<file path="src/rtl/xor8_descrambler_pkg.sv">
// Shared definitions for the XOR8 descrambler slice.
// Holds the LFSR tap positions, the default seed, the substitute that is loaded
// when a zero seed is requested, and two helpers: one LFSR single step and the
// seed guard that keeps the LFSR out of the all-zero lock-up state.
// Optional feature macro used by the top: XDS_CHECKSUM_EN.
package xor8_descrambler_pkg;

   localparam int TAP_A = 7;
   localparam int TAP_B = 5;
   localparam int TAP_C = 4;
   localparam int TAP_D = 3;

   localparam logic [7:0] DEFAULT_SEED  = 8'hFF;
   localparam logic [7:0] ZERO_SEED_SUB = 8'h01;

   // One Fibonacci step: feedback is shifted in at bit 0.
   function automatic logic [7:0] lfsr_step(input logic [7:0] s);
      logic fb;
      fb = s[TAP_A] ^ s[TAP_B] ^ s[TAP_C] ^ s[TAP_D];
      return {s[6:0], fb};
   endfunction

   // An all-zero state would never leave zero, so a zero seed is replaced.
   function automatic logic [7:0] seed_guard(input logic [7:0] s);
      return (s == 8'h00) ? ZERO_SEED_SUB : s;
   endfunction

endpackage

</file>
<file path="src/rtl/xor8_descrambler_if.sv">
// Byte stream bus for the XOR8 descrambler.
// Carries the upstream side (in_data/in_valid/in_ready) and the downstream side
// (out_data/out_valid/out_ready) of the valid/ready handshakes.
//   master : the environment (drives input bytes and out_ready)
//   slave  : the descrambler (drives in_ready and the output register)
interface xor8_descrambler_if;

   logic [7:0] in_data;
   logic       in_valid;
   logic       in_ready;
   logic [7:0] out_data;
   logic       out_valid;
   logic       out_ready;

   modport master (
      output in_data,
      output in_valid,
      input  in_ready,
      input  out_data,
      input  out_valid,
      output out_ready
   );

   modport slave (
      input  in_data,
      input  in_valid,
      output in_ready,
      output out_data,
      output out_valid,
      input  out_ready
   );

endinterface

</file>
<file path="src/rtl/xor8_descrambler_lfsr_next8.sv">
// xds_lfsr_next8: purely combinational LFSR advance by eight single steps.
// Built as eight chained step stages so that one accepted byte consumes one
// full keystream byte in a single cycle.
// Ports:
//   state_in  : current 8-bit LFSR state
//   state_out : state after eight single steps
module xds_lfsr_next8
   import xor8_descrambler_pkg::*;
(
   input  logic [7:0] state_in,
   output logic [7:0] state_out
);

   logic [7:0] stage [0:8];

   assign stage[0] = state_in;

   for (genvar i = 0; i < 8; i++) begin : g_step
      assign stage[i+1] = lfsr_step(stage[i]);
   end

   assign state_out = stage[8];

endmodule

</file>
<file path="src/rtl/xor8_descrambler_xor8.sv">
// XOR8: structural 8-bit XOR gate built from primitive xor cells.
// Ports:
//   a, b : 8-bit operands
//   y    : a ^ b
module XOR8 (
   input  logic [7:0] a,
   input  logic [7:0] b,
   output logic [7:0] y
);

   for (genvar i = 0; i < 8; i++) begin : g_bit
      xor u_xor (y[i], a[i], b[i]);
   end

endmodule

</file>
<file path="src/rtl/xor8_descrambler.sv">
// xor8_descrambler: byte-wide additive descrambler, receive end of the XOR8
// scrambling path. Each accepted byte is XORed with the current LFSR state
// (the keystream byte), the result lands in a one-entry output register and
// the LFSR advances eight steps.
// Ports:
//   clk      : clock, rising edge
//   rst_n    : asynchronous active-low reset
//   sync     : one-cycle pulse, reloads LFSR and clears counter/checksum
//   bus      : slave side of the byte stream handshakes
//   byte_cnt : bytes accepted since reset/sync, saturating at all-ones
//   chk      : running XOR of output bytes (8'h00 unless built with it)
// Optional feature macro: XDS_CHECKSUM_EN (builds the checksum register).
module xor8_descrambler
   import xor8_descrambler_pkg::*;
#(
   parameter logic [7:0] SEED  = DEFAULT_SEED,
   parameter int         CNT_W = 16
) (
   input  logic               clk,
   input  logic               rst_n,
   input  logic               sync,
   xor8_descrambler_if.slave  bus,
   output logic [CNT_W-1:0]   byte_cnt,
   output logic [7:0]         chk
);

   localparam logic [7:0] SEED_EFF = seed_guard(SEED);

   logic [7:0] lfsr_state;
   logic [7:0] key;
   logic [7:0] key_next;
   logic [7:0] descrambled;
   logic [7:0] out_data_r;
   logic       out_valid_r;
   logic       accept;

   // A pending output blocks new input unless it leaves this very cycle.
   assign bus.in_ready  = !out_valid_r || bus.out_ready;
   assign accept        = bus.in_valid && bus.in_ready;
   assign bus.out_data  = out_data_r;
   assign bus.out_valid = out_valid_r;

   // A sync arriving with a byte restarts the keystream on that byte.
   assign key = sync ? SEED_EFF : lfsr_state;

   XOR8 u_xor8 (
      .a (bus.in_data),
      .b (key),
      .y (descrambled)
   );

   xds_lfsr_next8 u_lfsr_next8 (
      .state_in  (key),
      .state_out (key_next)
   );

   // LFSR, output register and byte counter all move only on accept; a lone
   // sync reloads the LFSR and counter but leaves the output register alone.
   always_ff @(posedge clk or negedge rst_n) begin
      if (!rst_n) begin
         lfsr_state  <= SEED_EFF;
         out_data_r  <= 8'h00;
         out_valid_r <= 1'b0;
         byte_cnt    <= '0;
      end else if (accept) begin
         lfsr_state  <= key_next;
         out_data_r  <= descrambled;
         out_valid_r <= 1'b1;
         if (sync) begin
            byte_cnt <= CNT_W'(1);
         end else if (!(&byte_cnt)) begin
            byte_cnt <= byte_cnt + CNT_W'(1);
         end
      end else begin
         if (sync) begin
            lfsr_state <= SEED_EFF;
            byte_cnt   <= '0;
         end
         if (out_valid_r && bus.out_ready) begin
            out_valid_r <= 1'b0;
         end
      end
   end

`ifdef XDS_CHECKSUM_EN
   logic [7:0] chk_r;

   // Checksum folds in each byte as it is written to the output register;
   // sync restarts it, so sync with accept leaves just the new byte.
   always_ff @(posedge clk or negedge rst_n) begin
      if (!rst_n) begin
         chk_r <= 8'h00;
      end else if (accept) begin
         chk_r <= (sync ? 8'h00 : chk_r) ^ descrambled;
      end else if (sync) begin
         chk_r <= 8'h00;
      end
   end

   assign chk = chk_r;
`else
   assign chk = 8'h00;
`endif

endmodule

</file>
<file path="src/flat_wrapper.sv">
// flat-port wrapper written by rule: the top's interface ports become plain ports
module xor8_descrambler_flat import xor8_descrambler_pkg::*;
#(
   parameter logic [7:0] SEED  = DEFAULT_SEED,
   parameter int         CNT_W = 16
)
  (clk, rst_n, sync, byte_cnt, chk, bus_in_data, bus_in_valid, bus_in_ready, bus_out_data, bus_out_valid, bus_out_ready);
  xor8_descrambler_if bus_i ();
  input  logic clk;
  input  logic rst_n;
  input  logic sync;
  output logic [CNT_W-1:0] byte_cnt;
  output logic [7:0] chk;
  input wire logic [$bits(bus_i.in_data)-1:0] bus_in_data;
  input wire logic [$bits(bus_i.in_valid)-1:0] bus_in_valid;
  output wire logic [$bits(bus_i.in_ready)-1:0] bus_in_ready;
  output wire logic [$bits(bus_i.out_data)-1:0] bus_out_data;
  output wire logic [$bits(bus_i.out_valid)-1:0] bus_out_valid;
  input wire logic [$bits(bus_i.out_ready)-1:0] bus_out_ready;
  assign bus_i.in_data = bus_in_data;
  assign bus_i.in_valid = bus_in_valid;
  assign bus_in_ready = bus_i.in_ready;
  assign bus_out_data = bus_i.out_data;
  assign bus_out_valid = bus_i.out_valid;
  assign bus_i.out_ready = bus_out_ready;
  xor8_descrambler #(.SEED(SEED), .CNT_W(CNT_W)) u_core (.clk(clk), .rst_n(rst_n), .sync(sync), .bus(bus_i), .byte_cnt(byte_cnt), .chk(chk));
endmodule
</file>
<file path="config.mk">
export PLATFORM = sky130hd
export DESIGN_NAME = xor8_descrambler_flat
export DESIGN_NICKNAME = d
export VERILOG_FILES = /design/src/rtl/xor8_descrambler_pkg.sv /design/src/rtl/xor8_descrambler_if.sv /design/src/rtl/xor8_descrambler_lfsr_next8.sv /design/src/rtl/xor8_descrambler_xor8.sv /design/src/rtl/xor8_descrambler.sv /design/src/flat_wrapper.sv
export SDC_FILE = /design/constraint.sdc
export NUM_CORES = 1
export LEC_CHECK = 0
export BUFFER_PORTS_ARGS = -buffer_cell sky130_fd_sc_hd__buf_4
export CELL_PAD_IN_SITES_DETAIL_PLACEMENT = 1
export CELL_PAD_IN_SITES_GLOBAL_PLACEMENT = 2
export CORE_AREA = 2 2 82 84
export DETAILED_ROUTE_END_ITERATION = 6
export DIE_AREA = 0 0 84 86
export PLACE_DENSITY_LB_ADDON = 0.1
export REMOVE_ABC_BUFFERS = 1
export SYNTH_ARGS = -nofsm -noshare
export SYNTH_HDL_FRONTEND = slang
export SYNTH_SLANG_ARGS = --single-unit
</file>
<file path="constraint.sdc">
create_clock -name clk -period 2.5 [get_ports clk]
set_clock_uncertainty 0.05 [all_clocks]
set_input_delay 0 -clock clk [delete_from_list [all_inputs] [get_ports clk]]
set_output_delay 0 -clock clk [all_outputs]
set_load 0.02 [all_outputs]
</file>
== Yosys cells after proc, flatten, opt, wreduce, memory -nomap -nowiden ==
Index checks and enable logic that the tools add are counted.

* Add/sub/neg operators: 1
* Equality and inequality tests: 1
* Muxes and demuxes: 8
* Bitwise operators: 32
* Reductions and logical operators: 8

{| class="wikitable"
|+ Operators by type and width
! operator !! number
|-
| $mux 16 || 4
|-
| $xor 1x1->1 || 32
|-
| $add 16x1->16 const B || 1
|-
| $mux 8 || 2
|-
| $reduce_and 16->1 || 1
|-
| $reduce_bool 2->1 || 2
|-
| $logic_and 1x1->1 || 2
|-
| $mux 1 || 2
|-
| $ne 2x2->1 const B || 1
|-
| $reduce_and 2->1 || 1
|-
| $logic_not 1->1 || 1
|-
| $logic_or 1x1->1 || 1
|}

* Register bits after elaboration: 33
* Output and inout port bits: 34

== Logic depth before layout (Yosys ltp) ==
* Depth in word-level cells: 8
* Depth in mapped cells: 6
* Mapped depth without buffers: 5

== Modules after synthesis ==
Synthesis repeated with hierarchy kept, for this count alone.

* Cells, all modules: 186
* Area total of the unflattened synthesis: 1964.4 µm²

{| class="wikitable"
|+ By module, submodules not included
! module !! times used !! cells an instance !! area an instance (µm²) !! sequential area each (µm²)
|-
| xor8_descrambler || 1 || 160 || 1727.9 || 835.8
|-
| xds_lfsr_next8 || 1 || 18 || 166.4 || 0.0
|-
| XOR8 || 1 || 8 || 70.1 || 0.0
|}

== Worst setup path after synthesis ==
No wires, ideal clock.

* Path kind: flip-flop to flip-flop
* Start point: register u_core.byte_cnt[0]
* End point: register u_core.byte_cnt[5]
* Arrival: 1723 ps
* Required time: 2325 ps
* Path slack: 602 ps
* Cell stages (with the launch flop): 7
* Path buffers: 1
* Clock period less this slack: 1898 ps
* Path through: dfrtp_1 -> ha_1 -> and4_1 -> and4b_1 -> buf_2 -> nor3_1 -> mux2_2

* Word-level cells in the longest chain between the ends: 4

{| class="wikitable"
|+ Ends and longest elaborated chain
! what !! RTL line !! RTL
|-
| from (decl) || xor8_descrambler.sv:23 || <nowiki>output logic [CNT_W-1:0] byte_cnt,</nowiki>
|-
| from (signal assigned) || xor8_descrambler.sv:72 || <nowiki>byte_cnt <= byte_cnt + CNT_W'(1);</nowiki>
|-
| $add 16x1->16 || xor8_descrambler.sv:72 ||
|-
| $mux 16 || xor8_descrambler.sv:71 || <nowiki>end else if (!(&byte_cnt)) begin</nowiki>
|-
| $mux 16 || xor8_descrambler.sv:69 || <nowiki>if (sync) begin</nowiki>
|-
| $mux 16 || xor8_descrambler.sv:65 || <nowiki>end else if (accept) begin</nowiki>
|}

Several ways; a longest one is shown, not always the timed one. The select of a mux whose other input is x is not followed.
A chain may end at the register's enable or synchronous reset.

== Final worst setup path ==
Same ends and word-level chain as after synthesis.

==> key figures <==
Yosys
  – Yosys reg bits: 33
  – Post-synth EDFFs: 0
  – Top_reg_cell synth: dfrtp_1
  – Synth cell types: 46
  – Synth top cells by count: nand2_1, dfrtp_1, nor2_1
  – Top-area cell type share of the netlist area: 31.77%
  – Register area share after synthesis: around 42%
  – FFs w/ async S/R, synth: 100.0%
  – Area contributors post-synth: dfrtp_1, dfstp_2, xnor2_1
  – Mapped Cells: between 200 and 250
  – Count leader, synth: nand2_1
  – YS warnings: 0
  – Mapped Area: a little under 2000 sq um
  – Cell taking the most area after synthesis: dfrtp_1
  – Syn_area_per_cell: roughly 9.1 sq um

Cells and area
  – Finished Layout Cells: between 300 and 400
  – Layout area overhead: 24.40%
  – Ant diodes: 0
  – Layout cells sized above 1: a little under a quarter
  – Nets: 270

Setup path
  – Worst-path maximum fanout: 7
  – Worst setup path start: u_core.byte_cnt[0]
  – CP Data Arrival Time: 1990 ps
  – WS Path Type: reg -> reg
  – Crit Reg-Reg Startpoint: u_core.byte_cnt[0]
  – Worst setup SP type: register
  – CP Capture Type: register
  – R2r setup slk: 630 ps
  – Critical Path RT: roughly 2600 ps
  – End of the critical path: u_core.byte_cnt[5]
  – Reg2Reg Depth: 5
  – R2R Path End: u_core.byte_cnt[5]

Clock tree
  – Worst skew pair latency: 280 ps
  – CTS sink count: 33
  – CTS tree: built
  – Clock slew at reported path FFs: approximately 70 ps
  – CTS buffer count: 5
  – Cts hold-fix bufs: 9
  – Clock Tree Buf Depth: 2
  – Root buffer cell: clkbuf_8
  – Post_cts resized: 0
  – Number of setup buffers added after CTS: 0
  – H-tree depth: 2

Place
  – Placed cells: approximately 320
  – GPL Wtd Cong: between 0.7 and 0.8
  – Place WS: 624.2 ps
  – Port Buffer Count: 38
  – Placed wire-length estimate: ~3.5 mm

Power and ir drop
  – Total design power: about 1.6 mW
  – Switching pwr: between 0.4 and 0.5 mW
  – Switching share of power: 32.04%
  – Max VDD drop: ~0.33 mV
  – Power per Cell Area: about 630 nW/um^2
  – Sequential cell fraction of total power: between 40 and 50%
  – Clk pwr share: roughly 27%
  – Leakage: roughly 1.0 nW
  – Combinational Power Share: approximately 28%
  – Power Internal: about 1.1 mW

Timing
  – Worst slew pin tran: 540.6 ps
  – Final setup TNS: 0 ps
  – Final Hold Vio Count: 0
  – Fin crit period: ~1900 ps
  – Max Fclk: roughly 540 MHz
  – Final worst path period share: between 70 and 80%
  – Final Setup Violations: 0
  – Post-route setup slack: between 600 and 700 ps
  – RSZ-0062 raised after global routing: false
  – Hold slack: ~4.2 ps
  – Final Slew Violations: 0
  – Worst slew margin: between 60 and 70%

Detailed routing
  – DRT iter0 DRCs: 35
  – WL/cell: between 10 and 15 um
  – # DRC: 0
  – Vias: between 1500 and 2000
  – Vias per Instance: just over 5
  – DRT Pass-1 Iters: 4
  – DRT antenna net count: 0
  – WL final: approximately 5 mm

Global routing
  – Vias in the first global route: between 1500 and 2000
  – First-pass GRT wire length: between 8 and 9 mm
  – Largest net degree at the start of global routing: 34
  – Grt ovf: 0
  – Initial antenna violation count: 0
  – Total GRT Usage: between 10 and 15%

Job
  – Max-cap viol count: 0

Floorplan
  – Die area: between 7000 and 8000 sq um
  – Die X: around 84 um
  – Die height: around 86 um
  – Core Area: 6277 sq um
  – I/O Pins: 47
  – Starting Density: between 30% and 40%
  – # rows: 29

Outcome
  – Result of the run: completed

Hold path
  – Hold WC Path Type: in -> reg
==> power by group through the flow <==
stage                     registers [mW]  logic [mW]  clock network, mW
after floorplan                    0.730       0.266                  0
after global placement             0.706       0.437                  0
after detailed placement           0.708       0.438                  0
after CTS                          0.700       0.450              0.441
after global routing               0.712       0.489              0.467
final                              0.697       0.440              0.417
==> area by class of cell <==
class,count,area [sq um]
Tap cell,77,96.34
Multi-Input combinational cell,161,1018
Inverter,7,26.28
Sequential cell,33,835.8
Fill cell,736,3827
Clock buffer,8,90.09
Timing Repair Buffer,48,382.9
==> worst min-delay path by stage <==
stage / from / end / slack [ps] / depth (start not counted)
finish: bus_in_data[3] / u_core.bus.out_data[3] / 4 / 3
global route: bus_in_data[3] / u_core.bus.out_data[3] / 20 / 3
CTS: bus_in_data[3] / u_core.bus.out_data[3] / 5 / 3
detailed placement: rst_n / u_core.byte_cnt[8] / -70 / 1
global placement: rst_n / u_core.byte_cnt[8] / -70 / 1
floorplan: rst_n / u_core.bus.out_data[0] / -350 / 0
==> worst max-delay path: stages (launching register included) <==
cell	delay [ps]
dfrtp_1	420
ha_1	270
and4_1	180
and4b_1	280
nor3_1	210
mux2_2	350
==> state kept, by name, summed over array words and instances (netlist names) <==
signal	flops
u_core.bus.out_data	8
u_core.lfsr_state	8
u_core.byte_cnt	16
u_core.bus.out_valid	1
==> per-layer routing <==
layer  GRT usage (%)  part of all wire (%)  vias to the layer above  wire length [um]
met5               0                     0                        -                 0
met4           3.959                   1.1                        0                53
met3           3.080                   2.8                        5               138
met2           26.33                    51                       26              2549
met1           17.35                    45                      829              2241
li1                -                     -                      829                 -
==> metrics by stage <==
stage                     cell area, sq um  utilization (%)
after floorplan                       1881                -
after global placement                2270            36.16
after detailed placement              2270            36.16
after CTS                             2450            39.03
after global routing                  2450            39.03
final                                 2450            39.03
==> cells by family (layout without fill, tap and decap cells) <==
family | after synthesis | after routing | synth area share [%]
xor gates and xnor gates | 24 | 24 | 10.67
AOI/OAI and AO/OA | 44 | 44 | 14.87
buffers and inverters | 29 | 63 | 7.179
and+or+nand+nor | 81 | 81 | 22.30
adders and majority gates | 1 | 1 | 0.6352
other | 1 | 8 | 0.1904
DFF | 33 | 33 | 42.44
muxes | 3 | 3 | 1.715
==> cells in the final DEF (no fill, tap or decap), drive strengths merged, types with 2 or more instances in the layout <==
master and count:
dlygate4sd3 9, nand4 3, xor2 11, o41ai 2, nor2 16, xnor2 13, inv 7, o22ai 2
nor3 4, o311ai 2, buf 39, o211ai 2, a311o 2, conb 8, dfrtp 25, nand3 7
nor4 5, clkbuf 8, and2 3, o31ai 4, nand2 26, or3 2, dfstp 8, nor2b 3
mux2 3, nand2b 2, and4 3, o21ai 12, a21oi 9, or4 5
Note: power is estimated with default switching activity, not from simulation.
